File: src/rtl/radar_frame_packer.sv
// Collects CHANNELS serial samples into one wide beat and tags it with row/column/frame
// indices and start/end markers, scanning frames in raster or column-major order.
module radar_frame_packer #(
    parameter int DATA_WIDTH   = 16,
    parameter int FRAME_NUM    = 4,
    parameter int IMG_ROWS     = 2048,
    parameter int IMG_COLS     = 2048,
    parameter int POINTS       = 2,
    parameter int CH_PER_POINT = 5,
    localparam int ROW_W       = $clog2(IMG_ROWS),
    localparam int COL_W       = $clog2(IMG_COLS),
    localparam int CHANNELS    = POINTS * CH_PER_POINT,
    localparam int FRM_W       = $clog2(FRAME_NUM + 1)
) (
    input  logic                           clock,
    input  logic                           reset,
    input  logic                           start,
    input  logic                           abort,
    input  logic [ROW_W:0]                 cfg_rows,
    input  logic [COL_W:0]                 cfg_cols,
    input  logic [FRM_W-1:0]               cfg_frames,
    input  logic                           cfg_col_major,
    input  logic                           in_valid,
    output logic                           in_ready,
    input  logic [DATA_WIDTH-1:0]          in_data,
    output logic                           out_valid,
    input  logic                           out_ready,
    output logic [DATA_WIDTH*CHANNELS-1:0] pixel_out,
    output logic [ROW_W-1:0]               row_idx,
    output logic [COL_W-1:0]               col_idx,
    output logic [FRM_W-1:0]               frame_idx,
    output logic [1:0]                     data_start,
    output logic [1:0]                     data_end,
    output logic                           busy,
    output logic                           done,
    output logic                           cfg_err
);

    typedef enum logic [1:0] {IDLE, FILL, EMIT, DONE} state_t;

    localparam int WORD_W = (CHANNELS > 1) ? $clog2(CHANNELS) : 1;
    localparam logic [WORD_W-1:0] LAST_WORD  = WORD_W'(CHANNELS - 1);
    localparam logic [ROW_W:0]    MAX_ROWS   = (ROW_W + 1)'(IMG_ROWS);
    localparam logic [COL_W:0]    MAX_COLS   = (COL_W + 1)'(IMG_COLS);
    localparam logic [COL_W:0]    PTS        = (COL_W + 1)'(POINTS);
    localparam logic [FRM_W-1:0]  MAX_FRAMES = FRM_W'(FRAME_NUM);

    state_t                         state_q, state_d;
    logic [ROW_W:0]                 rows_q, rows_d;
    logic [COL_W:0]                 cols_q, cols_d;
    logic [FRM_W-1:0]               frames_q, frames_d;
    logic                           col_major_q, col_major_d;
    logic [ROW_W-1:0]               row_q, row_d;
    logic [COL_W-1:0]               col_q, col_d;
    logic [FRM_W-1:0]               frame_q, frame_d;
    logic [WORD_W-1:0]              word_q, word_d;
    logic [DATA_WIDTH*CHANNELS-1:0] pixel_q, pixel_d;
    logic                           out_valid_q, out_valid_d;
    logic                           busy_q, busy_d;
    logic                           done_q, done_d;
    logic                           cfg_err_q, cfg_err_d;

    logic [ROW_W:0] row_nxt;
    logic [COL_W:0] col_nxt;
    logic           row_wrap, col_wrap, last_pos, last_beat, cfg_ok;

    // The final position is (rows-1, cols-POINTS) in both scan orders.
    assign row_nxt   = {1'b0, row_q} + 1'b1;
    assign col_nxt   = {1'b0, col_q} + PTS;
    assign row_wrap  = (row_nxt == rows_q);
    assign col_wrap  = (col_nxt == cols_q);
    assign last_pos  = row_wrap && col_wrap;
    assign last_beat = last_pos && (frame_q == frames_q - 1'b1);

    assign cfg_ok = (cfg_rows != '0) && (cfg_rows <= MAX_ROWS) &&
                    (cfg_cols != '0) && (cfg_cols <= MAX_COLS) &&
                    ((cfg_cols % PTS) == '0) &&
                    (cfg_frames != '0) && (cfg_frames <= MAX_FRAMES);

    always_comb begin
        // NOTE: every signal gets its hold value first so no path can infer a latch.
        state_d     = state_q;
        rows_d      = rows_q;
        cols_d      = cols_q;
        frames_d    = frames_q;
        col_major_d = col_major_q;
        row_d       = row_q;
        col_d       = col_q;
        frame_d     = frame_q;
        word_d      = word_q;
        pixel_d     = pixel_q;
        cfg_err_d   = 1'b0;

        case (state_q)
            IDLE: begin
                if (start) begin
                    if (cfg_ok) begin
                        rows_d      = cfg_rows;
                        cols_d      = cfg_cols;
                        frames_d    = cfg_frames;
                        col_major_d = cfg_col_major;
                        row_d       = '0;
                        col_d       = '0;
                        frame_d     = '0;
                        word_d      = '0;
                        state_d     = FILL;
                    end else begin
                        cfg_err_d = 1'b1;
                    end
                end
            end
            FILL: begin
                if (in_valid) begin
                    pixel_d[int'(word_q)*DATA_WIDTH +: DATA_WIDTH] = in_data;
                    if (word_q == LAST_WORD) begin
                        word_d  = '0;
                        state_d = EMIT;
                    end else begin
                        word_d = word_q + 1'b1;
                    end
                end
            end
            EMIT: begin
                if (out_ready) begin
                    if (!col_major_q) begin
                        if (col_wrap) begin
                            col_d = '0;
                            if (row_wrap) begin
                                row_d   = '0;
                                frame_d = frame_q + 1'b1;
                            end else begin
                                row_d = row_nxt[ROW_W-1:0];
                            end
                        end else begin
                            col_d = col_nxt[COL_W-1:0];
                        end
                    end else begin
                        if (row_wrap) begin
                            row_d = '0;
                            if (col_wrap) begin
                                col_d   = '0;
                                frame_d = frame_q + 1'b1;
                            end else begin
                                col_d = col_nxt[COL_W-1:0];
                            end
                        end else begin
                            row_d = row_nxt[ROW_W-1:0];
                        end
                    end
                    state_d = last_beat ? DONE : FILL;
                end
            end
            DONE: state_d = IDLE;
            default: state_d = IDLE;
        endcase

        // Abort wins over any same-cycle handshake and drops a partial word group.
        if (abort && (state_q != IDLE)) begin
            state_d = IDLE;
            word_d  = '0;
        end

        out_valid_d = (state_d == EMIT);
        busy_d      = (state_d != IDLE);
        done_d      = (state_d == DONE);
    end

    always_ff @(posedge clock) begin
        if (reset) begin
            state_q     <= IDLE;
            rows_q      <= '0;
            cols_q      <= '0;
            frames_q    <= '0;
            col_major_q <= 1'b0;
            row_q       <= '0;
            col_q       <= '0;
            frame_q     <= '0;
            word_q      <= '0;
            pixel_q     <= '0;
            out_valid_q <= 1'b0;
            busy_q      <= 1'b0;
            done_q      <= 1'b0;
            cfg_err_q   <= 1'b0;
        end else begin
            // NOTE: non-blocking updates so every flop samples the pre-edge values.
            state_q     <= state_d;
            rows_q      <= rows_d;
            cols_q      <= cols_d;
            frames_q    <= frames_d;
            col_major_q <= col_major_d;
            row_q       <= row_d;
            col_q       <= col_d;
            frame_q     <= frame_d;
            word_q      <= word_d;
            pixel_q     <= pixel_d;
            out_valid_q <= out_valid_d;
            busy_q      <= busy_d;
            done_q      <= done_d;
            cfg_err_q   <= cfg_err_d;
        end
    end

    assign in_ready  = (state_q == FILL);
    assign out_valid = out_valid_q;
    assign pixel_out = pixel_q;
    assign row_idx   = row_q;
    assign col_idx   = col_q;
    assign frame_idx = frame_q;
    assign busy      = busy_q;
    assign done      = done_q;
    assign cfg_err   = cfg_err_q;

    // Flags are gated by out_valid so they read zero outside a presented beat.
    always_comb begin
        data_start    = 2'b00;
        data_end      = 2'b00;
        data_start[0] = out_valid_q && (row_q == '0) && (col_q == '0);
        data_start[1] = data_start[0] && (frame_q == '0);
        data_end[0]   = out_valid_q && last_pos;
        data_end[1]   = data_end[0] && (frame_q == frames_q - 1'b1);
    end

endmodule

File: config.mk
export PLATFORM = sky130hd
export DESIGN_NAME = radar_frame_packer
export DESIGN_NICKNAME = d
export VERILOG_FILES = /design/src/rtl/radar_frame_packer.sv
export SDC_FILE = /design/constraint.sdc
export NUM_CORES = 1
export LEC_CHECK = 0
export BUFFER_PORTS_ARGS = -buffer_cell sky130_fd_sc_hd__buf_2
export CAP_MARGIN = 20
export CORE_ASPECT_RATIO = 0.5
export CORE_UTILIZATION = 50
export DETAILED_ROUTE_END_ITERATION = 8
export GPL_ROUTABILITY_DRIVEN = 0
export PLACE_DENSITY = 0.75
export SYNTH_ARGS = -nofsm -noshare
export SYNTH_HDL_FRONTEND = slang
export SYNTH_SLANG_ARGS = --single-unit
File: constraint.sdc
create_clock -name clock -period 7 [get_ports clock]
set_input_delay 0 -clock clock [delete_from_list [all_inputs] [get_ports clock]]
set_output_delay 0 -clock clock [all_outputs]
set_load 0.05 [all_outputs]
* Yosys cells after proc, flatten, opt, wreduce, memory -nomap -nowiden
Index checks and enable logic that the tools add are counted.
** Storage, ports and cells
- Input port bits :: 50
- Flip-flop bits (word level) :: 223
- Memories kept :: 0
- Bits in read-only memories :: 0
- Bits in writable memories :: 0
- Word-level logic and storage cells :: 114
- Latch bits :: 0
- Output and inout bits :: 194
** Cells by class
- Magnitude comparators :: 3
- Bitwise gates (word level) :: 2
- Equal/unequal tests :: 17
- Multipliers :: 0
- Mux-type cells :: 36
- Add/subtract/negate cells :: 6
- Divide/modulo/power cells :: 0
- Reductions and logical operators :: 34
- Shift operators :: 2
** Operator list (count)
- $bwmux 160 :: 1
- $shift 16x33->160 const A :: 1
- $shiftx 16x33->160 :: 1
- $mux 11 :: 10
- $pmux 11 s2 :: 2
- $neg 8->33 :: 1
- $eq 12x12->1 :: 2
- $le 12x12->1 const B :: 2
- $mux 3 :: 8
- $reduce_bool 12->1 :: 2
- $logic_not 11->1 :: 2
- $mux 4 :: 4
- $logic_and 1x1->1 :: 14
- $mux 2 :: 7
- $add 11x1->12 const B :: 1
- $add 11x2->12 const B :: 1
- $logic_not 12->1 :: 1
- $ne 2x2->1 const B :: 6
- $reduce_and 5->1 :: 2
- $eq 2x2->1 const B :: 4
- $pmux 2 s4 :: 1
- $pmux 4 s2 :: 1
- $reduce_bool 2->1 :: 4
- $ne 3x3->1 const B :: 2
- 19 further kinds :: 20

* Logic depth before layout (Yosys ltp)
- Depth in word-level cells :: 12
- Depth in mapped cells :: 14
- Depth with buffers taken out :: 9

* Worst setup path after synthesis
OpenSTA, ideal clock, no wires.
- Path type :: register -> register
- Start point :: register word_q[0]
- End point :: register pixel_q[134] (netlist: pixel_out[134])
- Path buffers :: 4
- Setup time :: 0.070 ns
- Data arrival time :: 3.244 ns
- Path slack :: 3.685 ns
- Stages on the path, launching flop included :: 12
- Period minus slack after synthesis :: 3.315 ns
- Required time :: 6.930 ns
- Path through :: dfxtp_1 -> clkbuf_1 -> clkbuf_1 -> clkbuf_1 -> inv_1 -> ha_1 -> xor2_1 -> nand4_1 -> nor4_1 -> clkbuf_1 -> nand3_1 -> a21oi_1
** On the way
- Word-level cells in the longest chain between the ends :: 3
- Elaborated cells on any way between the ends :: 4
- Classes of those cells :: add/sub: 1; shift: 2; mux: 1
** Ends and longest elaborated chain
- from (decl) :: RTL line 56 : logic [WORD_W-1:0] word_q, word_d;
- from (signal assigned) :: RTL line 194 : word_q <= word_d;
- $neg 8->33 (*) :: RTL line 114 : pixel_d[int'(word_q)*DATA_WIDTH +: DATA_WIDTH] = in_data;
- $shiftx 16x33->160 / $shift 16x33->160 (equally long branches) :: RTL line 114
- $bwmux 160 (*) :: RTL line 114
- to (signal assigned) :: RTL line 195 : pixel_q <= pixel_d;
- to (decl) :: RTL line 57 : logic [DATA_WIDTH*CHANNELS-1:0] pixel_q, pixel_d;
Every way passes the cells marked *; elsewhere a longest branch is shown, timed or not.
A chain may end at the register's enable or synchronous reset.

* Worst setup path in the final report
- Start point :: register col_q[1] (netlist: col_idx[1])
- End point :: register col_q[7] (netlist: col_idx[7])
** On the way
- Word-level cells in the longest chain between the ends :: 7
** Ends and longest elaborated chain
- from (decl) :: RTL line 54 : logic [COL_W-1:0] col_q, col_d;
- from (signal assigned) :: RTL line 192 : col_q <= col_d;
- $add 11x2->12 (*) :: RTL line 69 : assign col_nxt = {1'b0, col_q} + PTS;
- $eq 12x12->1 :: RTL line 71 : assign col_wrap = (col_nxt == cols_q);
- $mux 11 (*) :: RTL line 126, 140
- $mux 11 :: RTL line 138 : if (row_wrap) begin
- $mux 11 (*) :: RTL line 125 : if (!col_major_q) begin
- $mux 11 (*) :: RTL line 124 : if (out_ready) begin
- $pmux 11 s2 (*) :: RTL line 94 : case (state_q)
Every way passes the cells marked *; elsewhere a longest branch is shown, timed or not. The select of a mux whose other input is x is not followed.

==> impl_metrics.xml <==
<?xml version="1.0" encoding="UTF-8"?>
<metrics>
  <group name="status">
    <metric name="outcome" unit="">complete, but fails checks</metric>
    <metric name="failed_checks" unit="">design-rule violations</metric>
  </group>
  <group name="timing">
    <metric name="slew_headroom" unit="%">27.2</metric>
    <metric name="timing.final.setup_violations" unit="">0</metric>
    <metric name="final_setup_tns" unit="ns">0</metric>
    <metric name="fin_crit_sh" unit="%">52.0</metric>
    <metric name="finalHoldViolations" unit="">0</metric>
    <metric name="finalMaxSlewViolations" unit="">0</metric>
    <metric name="finalCriticalPeriod" unit="ns">3.64</metric>
    <metric name="finalClockSkew" unit="ns">0.00889</metric>
    <metric name="rsz_0062_raised_after_global_routing" unit="">false</metric>
    <metric name="max_freq" unit="GHz">0.275</metric>
    <metric name="worst_max_slew_pin_slew" unit="ns">1.09</metric>
    <metric name="final.setup.worst_slack" unit="ns">3.36</metric>
  </group>
  <group name="synthesis">
    <metric name="synth_area_per_cell" unit="sq um">7.74</metric>
    <metric name="post-synth-top-area-fraction" unit="%">44.3</metric>
    <metric name="ys_ff_latch" unit="">222</metric>
    <metric name="cell_area_after_technology_mapping" unit="sq um">10000</metric>
    <metric name="synth_async_sr_flop_share" unit="%">0</metric>
    <metric name="syn_inst" unit="">1295</metric>
    <metric name="synth_area_leader_cell" unit="">dfxtp_1</metric>
    <metric name="ys.flop_type" unit="">dfxtp_1</metric>
    <metric name="ys_top_cells_by_area" unit="">dfxtp_1 44%, a21oi_1 10%, nand2_1 8.0%</metric>
    <metric name="synth_edf_count" unit="">0</metric>
    <metric name="synth_fp_nets" unit="">1355</metric>
    <metric name="seq_area_frac_synth" unit="%">44.3</metric>
    <metric name="yosysWarningCount" unit="">0</metric>
    <metric name="synth.distinct_cells" unit="">72</metric>
  </group>
  <group name="worst_setup_path">
    <metric name="reg2reg_from" unit="">col_idx[1]</metric>
    <metric name="critical_path.max_fanout" unit="">13</metric>
    <metric name="cpPeakStageDelay" unit="ns">0.83</metric>
    <metric name="cell_with_the_largest_stage_delay_on_the_worst_path" unit="">a31oi_1</metric>
    <metric name="path_cells" unit="">ha_1, nand3_1, or3_1, and4b_1, and4_1, a31oi_1, nand2_1, o32ai_1</metric>
    <metric name="cp_data_required_time" unit="ns">7.41</metric>
    <metric name="cp.buffers_inverters" unit="">0</metric>
    <metric name="r2r-end" unit="">col_idx[7]</metric>
    <metric name="cpLargestDelayFamily" unit="">simple AND/OR/NAND/NOR gates</metric>
    <metric name="criticalPathCategory" unit="">flop to flop</metric>
    <metric name="worstSetupPathDepth" unit="">8</metric>
    <metric name="worstRegToRegCells" unit="">8</metric>
    <metric name="worstSetupStartpointType" unit="">flop</metric>
    <metric name="worst_setup_path_end_kind" unit="">flop</metric>
    <metric name="timing.reg2reg.setup_slack" unit="ns">3.36</metric>
    <metric name="cp.arrival" unit="ns">4.05</metric>
  </group>
  <group name="clocking">
    <metric name="worst_skew_late_latency" unit="ns">0.51</metric>
    <metric name="cts.root.buffer_cell" unit="">clkbuf_16</metric>
    <metric name="clock_sink_count" unit="">222</metric>
    <metric name="clock_buffers_created_by_tritoncts" unit="">21</metric>
    <metric name="tritoncts" unit="">done</metric>
    <metric name="post_cts_hold_buffer_count" unit="">55</metric>
    <metric name="htree_levels" unit="">1</metric>
    <metric name="resized_cells_post_cts" unit="">0</metric>
    <metric name="clock_tree.buffer_depth" unit="">3</metric>
    <metric name="post-cts-setup-buffers" unit="">0</metric>
    <metric name="cts.reportedPaths.clkPinSlew" unit="ns">0.07</metric>
  </group>
  <group name="placement">
    <metric name="placement.io_buffers" unit="">242</metric>
    <metric name="detailed_place_hpwl" unit="um">21600</metric>
    <metric name="dp_worst_setup_slack" unit="ns">3.48</metric>
  </group>
  <group name="route">
    <metric name="met3WireLength" unit="um">2970</metric>
    <metric name="drt_pass1_iterations" unit="">7</metric>
    <metric name="post-route-drc-count" unit="">1</metric>
    <metric name="viasPerCell" unit="">5.90</metric>
    <metric name="drt_first_iter_violations" unit="">897</metric>
    <metric name="detailed_route_via_count" unit="">10600</metric>
    <metric name="top_layer" unit="">met4</metric>
    <metric name="routed_wirelength" unit="um">32800</metric>
    <metric name="route.antenna.remaining_nets" unit="">0</metric>
    <metric name="routedWlPerCell" unit="um">18.3</metric>
    <metric name="wl_met2" unit="um">15100</metric>
    <metric name="met1Wirelength" unit="um">13800</metric>
  </group>
  <group name="min_path">
    <metric name="min_to" unit="">col_idx[1]</metric>
    <metric name="hold_start" unit="">reset</metric>
    <metric name="holdCritPathClass" unit="">input port to flop</metric>
    <metric name="number_of_stages_on_the_worst_hold_path" unit="">2</metric>
  </group>
  <group name="floorplan">
    <metric name="floorplan.rows" unit="">36</metric>
    <metric name="initial_utilization" unit="%">51.3</metric>
    <metric name="die_w" unit="um">202</metric>
    <metric name="fp.dieH" unit="um">102</metric>
    <metric name="ioPinCount" unit="">244</metric>
    <metric name="design.die.area" unit="sq um">20700</metric>
    <metric name="core_region_area" unit="sq um">19500</metric>
  </group>
  <group name="power">
    <metric name="power_density" unit="nW/um^2">204</metric>
    <metric name="p_comb_share" unit="%">5.1</metric>
    <metric name="power.share.sequential" unit="%">49.8</metric>
    <metric name="power.net_switching" unit="mW">0.604</metric>
    <metric name="intPower" unit="mW">1.94</metric>
    <metric name="p_clk_share" unit="%">45.0</metric>
    <metric name="ir_drop" unit="mV">0.163</metric>
    <metric name="power.switching_fraction" unit="%">23.7</metric>
    <metric name="total_leakage_power" unit="nW">4.80</metric>
  </group>
  <group name="grt">
    <metric name="antenna_found_initial" unit="">0</metric>
    <metric name="vias_in_the_first_global_route" unit="">9209</metric>
    <metric name="gr-total-overflow" unit="">0</metric>
    <metric name="globalRouteTotalUtil" unit="%">29.9</metric>
    <metric name="global_route_wire_length_before_repair" unit="um">49600</metric>
    <metric name="maximum_number_of_pins_on_one_net_before_global_route_repair" unit="">128</metric>
  </group>
  <group name="layout">
    <metric name="finish.utilization" unit="%">63.8</metric>
    <metric name="finish.net_count" unit="">1572</metric>
    <metric name="area_delta_synth_final" unit="%">24.3</metric>
    <metric name="antenna_diode_count" unit="">0</metric>
    <metric name="multi_input_comb_area" unit="sq um">5040</metric>
    <metric name="filler_cells_inserted" unit="">1742</metric>
    <metric name="seq_area" unit="sq um">4450</metric>
    <metric name="drive_above_1_share" unit="%">20.5</metric>
  </group>
  <group name="flow_run">
    <metric name="number_of_maximum_capacitance_violations" unit="">0</metric>
  </group>
</metrics>
-- state kept, by name (all words and copies together), names as in the netlist --
register	count
busy	1
cfg_err	1
col_idx	10
col_major_q	1
cols_q	12
done	1
frame_idx	3
frames_q	3
out_valid	1
pixel_out	160
row_idx	11
rows_q	12
state_q	2
word_q	4
-- synthesized netlist by cell type, types with 4 or more instances --
master / n
o211ai_1: 7
a21oi_1: 201
or2_2: 6
ha_1: 10
inv_1: 25
nor2b_1: 5
nand2_1: 215
dfxtp_1: 222
clkbuf_1: 98
o21ai_0: 14
nor3b_1: 4
a21boi_1: 5
buf_2: 14
and4_1: 5
nor4_1: 15
xor2_1: 13
or3_1: 30
nand3_1: 153
nor3_1: 14
nor2_1: 68
o31ai_1: 4
mux2i_1: 4
nor4b_1: 4
nand4_1: 46
o32ai_1: 8
a211oi_1: 6
xnor2_1: 12
nand2b_1: 6
nand3b_1: 5
or4_1: 7
and3_1: 9
-- worst max-delay path by stage --
stage          startpoint        endpoint  slack (ns)
6_report       col_idx[1]      col_idx[7]        3.36
5_1_grt        col_idx[1]      col_idx[5]        3.05
4_1_cts        col_idx[1]      col_idx[7]        3.46
3_5_place_dp   row_idx[0]      row_idx[3]        3.48
3_3_place_gp    word_q[0]  pixel_out[135]        3.63
2_1_floorplan   word_q[0]  pixel_out[134]        3.69
-- metal layers --
metal  vias to the layer above  track usage (%)
met3                        73             5.55
met4                         0             9.31
li1                       4984                -
met2                       500             48.4
met1                      5009             40.9
met5                         -                0
-- placed cells by master, fill, tap and decap left out, types with 10 or more instances in the layout --
| cell type | instances |
|---|---|
| nor4_1 | 12 |
| buf_4 | 14 |
| xnor2_1 | 12 |
| buf_2 | 241 |
| clkbuf_16 | 21 |
| nand2_1 | 215 |
| ha_1 | 10 |
| dlygate4sd3_1 | 55 |
| nand4_1 | 46 |
| dfxtp_1 | 221 |
| nor2_1 | 66 |
| xor2_1 | 12 |
| inv_1 | 25 |
| nor3_1 | 14 |
| or3_1 | 30 |
| nand3_1 | 153 |
| o21ai_0 | 14 |
| a21oi_1 | 201 |
-- worst register-to-register path: cells and delay by family, from the launching register on --
kind	cells	cell delay, ns
simple gates	5	1.47
compound gates	2	1.07
flops	1	0.56
fa+ha+maj	1	0.44
-- per-stage QoR --
| stage | power (mW) | instance area [sq um] | std cells | hold WS [ns] |
|---|---|---|---|---|
| 2_1_floorplan | 1.36 | 10000 | 1295 | 0.144 |
| 3_3_place_gp | 1.40 | 11200 | 1696 | 0.269 |
| 3_5_place_dp | 1.40 | 11200 | 1697 | 0.276 |
| 4_1_cts | 2.55 | 12400 | 1789 | 0.0488 |
| 5_1_grt | 2.62 | 12500 | 1792 | 0.0890 |
| 6_report | 2.55 | 12500 | 1792 | 0.0279 |
-- cell families (layout without fill, tap and decap cells) --
logic type,Yosys count,in the layout,share of synthesized area [%]
flip-flops,222,222,44.3
buffers and inverters,143,374,5.75
AO/OA/AOI/OAI,279,279,16.1
adder cells (fa/ha/maj),10,10,1.25
XOR/XNOR,26,26,2.41
other,1,1,0.0374
AND/OR/NAND/NOR,610,610,29.7
multiplexers,4,4,0.399
-- final cells by class --
type,instances,area share (%)
inverter,25,0.753
timing repair buffer,312,15.1
tap,266,2.67
clock buffer,29,4.78
multi-input combinational,930,40.4
sequential,222,35.7
clock inverter,8,0.592
-- power by group through the flow --
stage               clock network [mW]  logic, mW  registers (mW)
floorplan                            0     0.0587            1.30
global placement                     0      0.103            1.30
detailed placement                   0      0.106            1.30
CTS                               1.15      0.127            1.27
global route                      1.21      0.138            1.27
finish                            1.15      0.131            1.27
(Power assumes the default switching activity.)
